### config.mk
export PLATFORM = sky130hd
export DESIGN_NAME = cdb_arbiter
export DESIGN_NICKNAME = d
export VERILOG_FILES = /design/src/rtl/cdb_arbiter.sv
export SDC_FILE = /design/constraint.sdc
export NUM_CORES = 1
export LEC_CHECK = 0
export CORE_ASPECT_RATIO = 0.5
export CORE_MARGIN = 1
export CORE_UTILIZATION = 45
export CTS_CLUSTER_DIAMETER = 80
export DETAILED_ROUTE_END_ITERATION = 12
export MAX_ROUTING_LAYER = met4
export PLACE_DENSITY = 0.77
export SYNTH_ARGS = -nofsm -noshare
export SYNTH_HDL_FRONTEND = slang
export SYNTH_SLANG_ARGS = --single-unit
### constraint.sdc
create_clock -name clk -period 3.7 [get_ports clk]
set_input_delay 0.555 -clock clk [delete_from_list [all_inputs] [get_ports clk]]
set_output_delay 0.555 -clock clk [all_outputs]
set_load 0.05 [all_outputs]
### src/rtl/cdb_arbiter.sv
// cdb_arbiter: round-robin arbiter that merges FU_COUNT functional-unit result
// channels into one ROB write-back port and one common-data-bus broadcast.
//
// Each channel owns a one-entry holding register. A single output register
// takes one held result per cycle. The scan for the next winner starts at
// rr_ptr. Flush discards every held result and the output register.
//
// Ports
//   clk, rst          clock; synchronous active-high reset
//   in_valid/in_ready per-channel handshake (in_ready = holding register empty)
//   in_robid/in_wbs/in_flags/in_value/in_cdb  packed per-channel result fields
//   flush             squash all held and presented results
//   out_valid/out_ready  ROB-side handshake
//   out_robid/out_wbs/out_flags/out_value    granted result fields
//   out_cdb_transmit/out_cdb_id/out_cdb_val  CDB broadcast of the granted result
module cdb_arbiter #(
  parameter int FU_COUNT = 8,
  parameter int ROBID_W  = 4,
  parameter int PREG_W   = 4,
  parameter int DATA_W   = 8,
  parameter int FLAG_W   = 8
) (
  input  logic                           clk,
  input  logic                           rst,
  input  logic [FU_COUNT-1:0]            in_valid,
  output logic [FU_COUNT-1:0]            in_ready,
  input  logic [FU_COUNT*ROBID_W-1:0]    in_robid,
  input  logic [FU_COUNT*2*PREG_W-1:0]   in_wbs,
  input  logic [FU_COUNT*FLAG_W-1:0]     in_flags,
  input  logic [FU_COUNT*DATA_W-1:0]     in_value,
  input  logic [FU_COUNT-1:0]            in_cdb,
  input  logic                           flush,
  output logic                           out_valid,
  input  logic                           out_ready,
  output logic [ROBID_W-1:0]             out_robid,
  output logic [2*PREG_W-1:0]            out_wbs,
  output logic [FLAG_W-1:0]              out_flags,
  output logic [DATA_W-1:0]              out_value,
  output logic                           out_cdb_transmit,
  output logic [PREG_W-1:0]              out_cdb_id,
  output logic [DATA_W-1:0]              out_cdb_val
);

  localparam int IDX_W = $clog2(FU_COUNT);

  logic [FU_COUNT-1:0]  vld_p0;
  logic [ROBID_W-1:0]   robid_p0 [FU_COUNT];
  logic [2*PREG_W-1:0]  wbs_p0   [FU_COUNT];
  logic [FLAG_W-1:0]    flags_p0 [FU_COUNT];
  logic [DATA_W-1:0]    value_p0 [FU_COUNT];
  logic [FU_COUNT-1:0]  cdb_p0;

  logic                 vld_p1;
  logic [ROBID_W-1:0]   robid_p1;
  logic [2*PREG_W-1:0]  wbs_p1;
  logic [FLAG_W-1:0]    flags_p1;
  logic [DATA_W-1:0]    value_p1;
  logic                 cdb_p1;

  logic [IDX_W-1:0]     rr_ptr;
  logic [IDX_W-1:0]     rr_next;
  logic [IDX_W-1:0]     gnt_idx;
  logic                 gnt_found;
  logic                 load;
  logic [FU_COUNT-1:0]  cap;
  logic [FU_COUNT-1:0]  clr;

  // Ready comes straight from the holding-register state, so it never
  // depends combinationally on any input.
  assign in_ready = ~vld_p0;
  assign cap      = in_valid & ~vld_p0 & {FU_COUNT{~flush}};
  assign load     = gnt_found & (~vld_p1 | out_ready) & ~flush;
  assign clr      = load ? ({{(FU_COUNT-1){1'b0}}, 1'b1} << gnt_idx) : '0;
  assign rr_next  = (gnt_idx == IDX_W'(FU_COUNT - 1)) ? '0 : gnt_idx + 1'b1;

  // Circular scan from rr_ptr; the wrap is done explicitly so FU_COUNT need
  // not be a power of two.
  always_comb begin
    int               pos;
    logic [IDX_W-1:0] cur;
    gnt_found = 1'b0;
    gnt_idx   = '0;
    pos       = 0;
    cur       = '0;
    for (int k = 0; k < FU_COUNT; k++) begin
      pos = int'(rr_ptr) + k;
      if (pos >= FU_COUNT) pos = pos - FU_COUNT;
      cur = pos[IDX_W-1:0];
      if (!gnt_found && vld_p0[cur]) begin
        gnt_found = 1'b1;
        gnt_idx   = cur;
      end
    end
  end

  always_ff @(posedge clk) begin
    if (rst) begin
      vld_p0 <= '0;
      vld_p1 <= 1'b0;
      rr_ptr <= '0;
    end else if (flush) begin
      vld_p0 <= '0;
      vld_p1 <= 1'b0;
    end else begin
      // cap only touches empty slots and clr only the full winner, so the
      // granted slot cannot be refilled at its grant edge.
      vld_p0 <= (vld_p0 | cap) & ~clr;
      if (load) begin
        vld_p1 <= 1'b1;
        rr_ptr <= rr_next;
      end else if (out_ready) begin
        vld_p1 <= 1'b0;
      end
    end
  end

  // Stage p0: per-channel holding registers
  always_ff @(posedge clk) begin
    for (int i = 0; i < FU_COUNT; i++) begin
      if (cap[i]) begin
        robid_p0[i] <= in_robid[i*ROBID_W +: ROBID_W];
        wbs_p0[i]   <= in_wbs[i*2*PREG_W +: 2*PREG_W];
        flags_p0[i] <= in_flags[i*FLAG_W +: FLAG_W];
        value_p0[i] <= in_value[i*DATA_W +: DATA_W];
        cdb_p0[i]   <= in_cdb[i];
      end
    end
  end

  // Stage p1: output register; its fields read as zero after reset
  always_ff @(posedge clk) begin
    if (rst) begin
      robid_p1 <= '0;
      wbs_p1   <= '0;
      flags_p1 <= '0;
      value_p1 <= '0;
      cdb_p1   <= 1'b0;
    end else if (load) begin
      robid_p1 <= robid_p0[gnt_idx];
      wbs_p1   <= wbs_p0[gnt_idx];
      flags_p1 <= flags_p0[gnt_idx];
      value_p1 <= value_p0[gnt_idx];
      cdb_p1   <= cdb_p0[gnt_idx];
    end
  end

  assign out_valid        = vld_p1;
  assign out_robid        = robid_p1;
  assign out_wbs          = wbs_p1;
  assign out_flags        = flags_p1;
  assign out_value        = value_p1;
  assign out_cdb_transmit = vld_p1 & cdb_p1;
  assign out_cdb_id       = wbs_p1[PREG_W-1:0];
  assign out_cdb_val      = value_p1;

endmodule

==> results of run 1 <==
[layer usage]
| layer | global-route usage [%] | up-vias | part of all wire [%] |
|---|---|---|---|
| met4 | 6.53 | 0 | 2.4 |
| met1 | 26.7 | 3717 | 38 |
| li1 | - | 3336 | - |
| met5 | - | - | 0 |
| met3 | 3.20 | 50 | 3.5 |
| met2 | 46.4 | 190 | 56 |
[state kept, by name, indices dropped and copies added, names as in the netlist, 32 cells and up]
name,count
flags_p0,64
robid_p0,32
value_p0,64
wbs_p0,64
[synthesized netlist by cell type (3+ instances only)]
master and instances:
o21bai_1 30, buf_6 5, mux2_2 47, dfxtp_1 41, mux2i_1 128, nand3_1 3
buf_4 15, nand2_1 6, nor2_1 11, a221oi_2 29, mux4_2 12, ha_1 4
o21ai_1 3, edfxtp_1 232, o21ai_0 11, nor2b_1 3, clkbuf_1 13, inv_1 11
buf_8 5, mux2_1 17, a21oi_1 5, buf_2 20, a31oi_1 7, nor3b_1 8
[cell usage in the layout (no fill, tap or decap), types with 3 or more instances in the layout]
cell type          n
a21oi_1            5
a221oi_2          29
a31oi_1            7
buf_4             24
clkbuf_1           8
clkbuf_16         28
clkdlybuf4s50_1  293
clkinv_2           3
dfxtp_1           41
edfxtp_1         232
ha_1               3
inv_1             11
mux2_1            17
mux2_2            47
mux2i_1          128
mux4_2            12
nand2_1            6
nand3_1            3
nor2_1            11
nor3b_2            8
o21ai_0           11
o21ai_1            3
o21bai_1          30
[worst paths after layout]
kind / start / to / slack (ns)
setup / recovery: rr_ptr[0] / out_robid[0] / 0.11
hold / removal: out_flags[0] / out_flags[0] / 0.56
setup reg to reg: rr_ptr[0] / out_robid[0] / 0.11
hold reg to reg: out_flags[0] / out_flags[0] / 0.56
[worst reg2reg max path, stage by stage (launching register included)]
cell	delay, ns
dfxtp_1	0.34
inv_1	0.09
ha_4	0.29
mux4_2	0.54
a211o_1	0.31
a21o_1	0.18
a21o_4	0.25
or2_1	0.27
a21oi_4	0.15
buf_12	0.20
buf_4	0.23
mux2_2	0.40
a221oi_2	0.27
[cells by family after synthesis]
logic type               count (synthesis)  synth area share, %
flip-flops                             273                 66.2
AO/OA/AOI/OAI                          103                 8.35
adder cells (fa/ha/maj)                  4                0.425
XOR/XNOR                                 3                0.223
AND/OR/NAND/NOR                         38                 1.77
multiplexers                           204                 19.3
buffers and inverters                   71                 3.75
[final cells by class]
| type | instances | area, um^2 | share of cell area, % |
|---|---|---|---|
| Sequential cell | 273 | 7790 | 48.7 |
| Inverter | 13 | 48.8 | 0.305 |
| Clock buffer | 34 | 669 | 4.19 |
| Multi-Input combinational cell | 353 | 3630 | 22.7 |
| Clock inverter | 11 | 116 | 0.728 |
| Timing Repair Buffer | 326 | 3290 | 20.6 |
| Antenna cell | 2 | 5.00 | 0.0313 |
| Tap cell | 344 | 430 | 2.69 |
[metrics by stage]
step	instances	worst slack (ns)
CTS	1351	0.0269
floorplan	696	0.0237
global route	1355	-0.0147
global placement	1304	-0.0688
finish	1356	0.108
detailed placement	1304	-0.127
[power groups by stage]
stage | registers, mW | clock network [mW] | logic [mW]
after CTS | 3.93 | 2.55 | 8.24
final | 3.93 | 2.51 | 8.46
after detailed placement | 3.99 | 0 | 7.95
after global placement | 3.99 | 0 | 7.87
after floorplan | 4.42 | 0 | 5.56
after global routing | 3.96 | 2.67 | 8.87
[timing repair]
item,CTS,global route
endpoints found under the setup margin,33,30
cloned,2,3
gates resized for setup,2,8
==> impl_metrics.yaml, run 1 <==
yosys:
  yosys-top-cells-area: "edfxtp_1, mux2i_1, dfxtp_1, mux2_2, a221oi_2"
  netlist_instances: 696
  synth_top_area_cell: "edfxtp_1"
  synthFlopType: "edfxtp_1"
  yosys_register_bits: 273
  synthDistinctLibCells: 49
  synth_warnings: 0
  syn-num-nets: 944
  async_flop_share_pct: 0
  avgSynthCellArea_um2: 16.9
  syn_area_um2: 11800
  synth_top_area_share_pct: 59.2
  synth_edf_count: 232
  seq_area_frac_synth_pct: 66.2
worst_hold_path:
  min_path_cells: 2
  hold_path_class: "register to register"
global_routing:
  grt_pass1_wl_mm: 46.3
  gr-total-overflow: 0
  grt_max_degree: 55
  antenna_found_initial: 1
  grt_pass1_vias: 7697
  grt.total_usage_pct: 24.2
critical_path:
  slowest_delay_ns: 0.53
  cp_max_fo: 17
  path_buf_inv: 3
  cp.required_ns: 4.15
  crit_cells: 12
  start_kind: "register"
  reg2reg_depth: 12
  crit_family: "compound AO/OA/AOI/OAI gates"
  path_class: "register to register"
  cpMaxStageDelayCell: "mux4_2"
  arrival_ns: 4.04
  crit_chain: "inv_1 -> ha_4 -> mux4_2 -> a211o_1 -> a21o_1 -> a21o_4 -> or2_1 -> a21oi_4 -> buf_12 -> buf_4 -> mux2_2 -> a221oi_2"
  critPathCaptureType: "register"
sta:
  hold_violations: 0
  period_share_pct: 97.1
  period_needed_ns: 3.59
  tns_ns: 0
  relSlewSlack_pct: 47.3
  slew_viol_final: 0
  fin_skew_ns: 0.0218
  hold_slack_ns: 0.563
  max_freq_mhz: 278
  finalSetupViolCount: 0
  rsz0062_at_grt: "yes"
  worstMarginPinSlew_ns: 0.789
run:
  drv.max_cap_violation_count: 0
status:
  status: "finished clean"
clock_network:
  tritoncts: "yes"
  post_cts_buffers: 0
  clockBufferDepth: 3
  clock-sinks: 273
  path_clk_slew_ns: 0.07
  clk_latency_ns: 0.53
  holdBufCountCts: 0
  htreeDepth: 1
  cts_buffers: 25
  cts_root_buf: "clkbuf_16"
die:
  core_um2: 25400
  start_util_pct: 46.2
  row_count: 41
  die_h_um: 116
  io_pins: 294
  dieArea_um2: 26800
  die_width_um: 231
drt:
  wl_per_cell_um: 23.8
  first_iter_violations: 519
  drt.antenna.violating_nets: 0
  drcViolationCount: 0
  num_vias: 7293
  totalWireLength_mm: 32.3
  firstDrtPassIters: 5
  avgViaCountPerCell: 5.38
power:
  total_power_mw: 14.9
  power_density_nw_per_um2: 932
  leakagePower_nw: 5.57
  vdd_drop_max_v: 0.000840
  p_int_mw: 8.79
  power_frac_clock_pct: 16.8
  p_seq_share_pct: 26.4
  swShare_pct: 41.0
  combPwrFrac_pct: 56.8
  power.switching_mw: 6.11
finish:
  stdcell_area_um2: 16000
  area_growth_pct: 35.8
  layout.nets: 1240
  drive_gt1_share_pct: 17.3
  utilization_pct: 62.8
  fillers: 1870
placement:
  gp_congestion: 0.880
  io_buffers: 293
  dpl_cell_area_um2: 15100
  post-dp-hpwl_mm: 21.9
No activity file was read; power rests on OpenSTA's default activity.
==> run 2, diff against run 1 <==
==> config.mk (replaced) <==
export PLATFORM = sky130hd
export DESIGN_NAME = cdb_arbiter
export DESIGN_NICKNAME = d
export VERILOG_FILES = /design/src/rtl/cdb_arbiter.sv
export SDC_FILE = /design/constraint.sdc
export NUM_CORES = 1
export LEC_CHECK = 0
export CELL_PAD_IN_SITES_DETAIL_PLACEMENT = 2
export CELL_PAD_IN_SITES_GLOBAL_PLACEMENT = 2
export CORE_ASPECT_RATIO = 0.5
export CORE_MARGIN = 5
export CORE_UTILIZATION = 31
export CTS_CLUSTER_DIAMETER = 80
export DETAILED_ROUTE_END_ITERATION = 12
export MAX_ROUTING_LAYER = met4
export PLACE_DENSITY_LB_ADDON = 0.1
export SYNTH_ARGS = -nofsm -noshare
export SYNTH_HDL_FRONTEND = slang
export SYNTH_SLANG_ARGS = --single-unit
==> run 2 against run 1 <==
Against the previous run:
- flip-flop and latch count stayed put
- clock power is 5% higher
- global-route usage is 6.6 points lower
- final cell count is 11% higher
- final area is 1.6% higher
- die area is 57% higher
- sequential power hardly changed
- clock-buffer cell count is 10 higher
- highest routed layer unchanged
==> impl_metrics.yaml, run 2 (synthesis results as in run 1) <==
status:
  status: "finished clean"
drt:
  drcViolationCount: 0
  wl_met3_um: 850
  avgViaCountPerCell: 4.78
  top_layer_used: "met4"
  firstDrtPassIters: 4
  m1WireLength_mm: 14.2
  drt.antenna.violating_nets: 0
  wl_met2_mm: 22.3
  num_vias: 7196
  first_iter_violations: 292
  totalWireLength_mm: 37.9
  wl_per_cell_um: 25.2
critical_path:
  critPathCaptureType: "register"
  arrival_ns: 4.05
  crit_cells: 12
  path_class: "register to register"
  crit_family: "compound AO/OA/AOI/OAI gates"
  crit_chain: "inv_2 -> ha_4 -> mux4_2 -> a211o_1 -> a21o_1 -> a21o_4 -> or2_1 -> a21oi_4 -> clkbuf_16 -> clkbuf_16 -> mux2_1 -> a221oi_2"
  r2r_setup_slack_ns: 0.12
  path_buf_inv: 3
  cpMaxStageDelayCell: "mux4_2"
  cp_max_fo: 11
  endpoint: "out_flags[6]"
  rr_endpoint: "out_flags[6]"
  cp.required_ns: 4.17
  slowest_delay_ns: 0.51
  start_kind: "register"
  regToRegStartpoint: "rr_ptr[1]"
  cpMostUsedCell: "clkbuf_16"
  reg2reg_depth: 12
  critical_path.startpoint: "rr_ptr[1]"
die:
  io_pins: 294
  dieArea_um2: 42200
  die_width_um: 286
  die_h_um: 148
  row_count: 50
  core_um2: 37400
  start_util_pct: 31.5
power:
  swShare_pct: 40.6
  power_density_nw_per_um2: 942
  power.switching_mw: 6.21
  p_seq_share_pct: 25.8
  total_power_mw: 15.3
  combPwrFrac_pct: 57.0
  power_frac_clock_pct: 17.2
  p_int_mw: 9.09
  leakagePower_nw: 5.59
  vdd_drop_max_v: 0.00150
sta:
  max_freq_mhz: 279
  period_needed_ns: 3.58
  hold_violations: 0
  finalSetupViolCount: 0
  worstMarginPinSlew_ns: 0.701
  fin_skew_ns: 0.0184
  relSlewSlack_pct: 53.1
  hold_slack_ns: 0.557
  period_share_pct: 96.7
  slew_viol_final: 0
placement:
  gp_congestion: 0.826
  io_buffers: 293
  post-dp-hpwl_mm: 26.7
  dp.cells: 1451
global_routing:
  grt.total_usage_pct: 17.6
  gr-total-overflow: 0
  grt_pass1_vias: 8335
  antenna_found_initial: 1
  grt_pass1_wl_mm: 54.3
  grt_max_degree: 63
finish:
  drive_gt1_share_pct: 17.6
  instances_no_fill: 1506
  layout.nets: 1240
  final_common_cell: "clkdlybuf4s50_1"
  reg_top3: "flags_p0: 64 flops, value_p0: 64 flops, wbs_p0: 64 flops"
  final_cell_mix: "clkdlybuf4s50_1, edfxtp_1, mux2i_1"
  area_growth_pct: 38.0
  utilization_pct: 43.4
clock_network:
  clockBufferDepth: 3
  cts_root_buf: "clkbuf_16"
  clock-sinks: 273
  holdBufCountCts: 0
  cts_buffers: 27
  clk_latency_ns: 0.55
  path_clk_slew_ns: 0.07
  tritoncts: "yes"
  htreeDepth: 1
run:
  drv.max_cap_violation_count: 0
worst_hold_path:
  hold_path_class: "primary input to register"
run 2: cell types whose count changed in the layout (fill, tap and decap cells not counted), moves of 3 or more:
cell / change
mux2i_1: -3
mux2i_2: +3
clkbuf_1: +6
buf_4: -4
run 2: routing by layer:
| layer | vias up | track usage, % |
|---|---|---|
| met5 | - | - |
| met4 | 0 | 3.33 |
| met3 | 40 | 2.36 |
| met2 | 116 | 35.4 |
| met1 | 3707 | 18.5 |
| li1 | 3333 | - |
run 2: how the worst min path moves through the flow:
stage	slack, ns	startpoint	endpoint	cells past startpoint
after floorplan	0.52	cdb_p1	cdb_p1	2
after global placement	0.54	out_flags[0]	out_flags[0]	2
after detailed placement	0.55	out_wbs[6]	out_wbs[6]	2
after CTS	0.52	in_flags[43]	flags_p0[5][3]	1
after global routing	0.52	in_flags[43]	flags_p0[5][3]	1
final	0.56	in_flags[43]	flags_p0[5][3]	1
run 2: worst register-to-register path, stage by stage (launching register included):
cell	delay (ns)
dfxtp_2	0.33
inv_2	0.06
ha_4	0.29
mux4_2	0.51
a211o_1	0.30
a21o_1	0.19
a21o_4	0.25
or2_1	0.27
a21oi_4	0.29
clkbuf_16	0.23
clkbuf_16	0.18
mux2_1	0.39
a221oi_2	0.21
run 2: power by group through the flow:
| stage | Sequential, mW | Clock (mW) | Combinational, mW |
|---|---|---|---|
| detailed placement | 4.01 | 0 | 8.28 |
| floorplan | 4.42 | 0 | 5.56 |
| finish | 3.95 | 2.63 | 8.72 |
| global route | 3.99 | 2.86 | 9.22 |
| CTS | 3.96 | 2.74 | 8.32 |
| global placement | 4.00 | 0 | 8.21 |
run 2: stage by stage:
stage	instance area (um^2)	TNS [ns]	setup slack (ns)
6_report	16200	0	0.121
2_1_floorplan	11800	0	0.0237
4_1_cts	16100	0	0.0328
5_1_grt	16200	-0.00767	-0.00767
3_3_place_gp	15300	0	0.118
3_5_place_dp	15300	0	0.0290
run 2: final cells by class:
class | instances | area [um^2]
diodes | 1 | 2.50
inverters | 13 | 48.8
well taps | 494 | 618
flip-flops and latches | 273 | 7790
repair buffers | 325 | 3340
clock buffers | 44 | 769
multi-input cells | 352 | 3620
clock inverters | 4 | 47.5
fillers | 3593 | 21200
run 2: timing repair:
action,CTS,global route
endpoints found under the setup margin,0,28
setup buffers,0,3
gates resized for setup,0,15
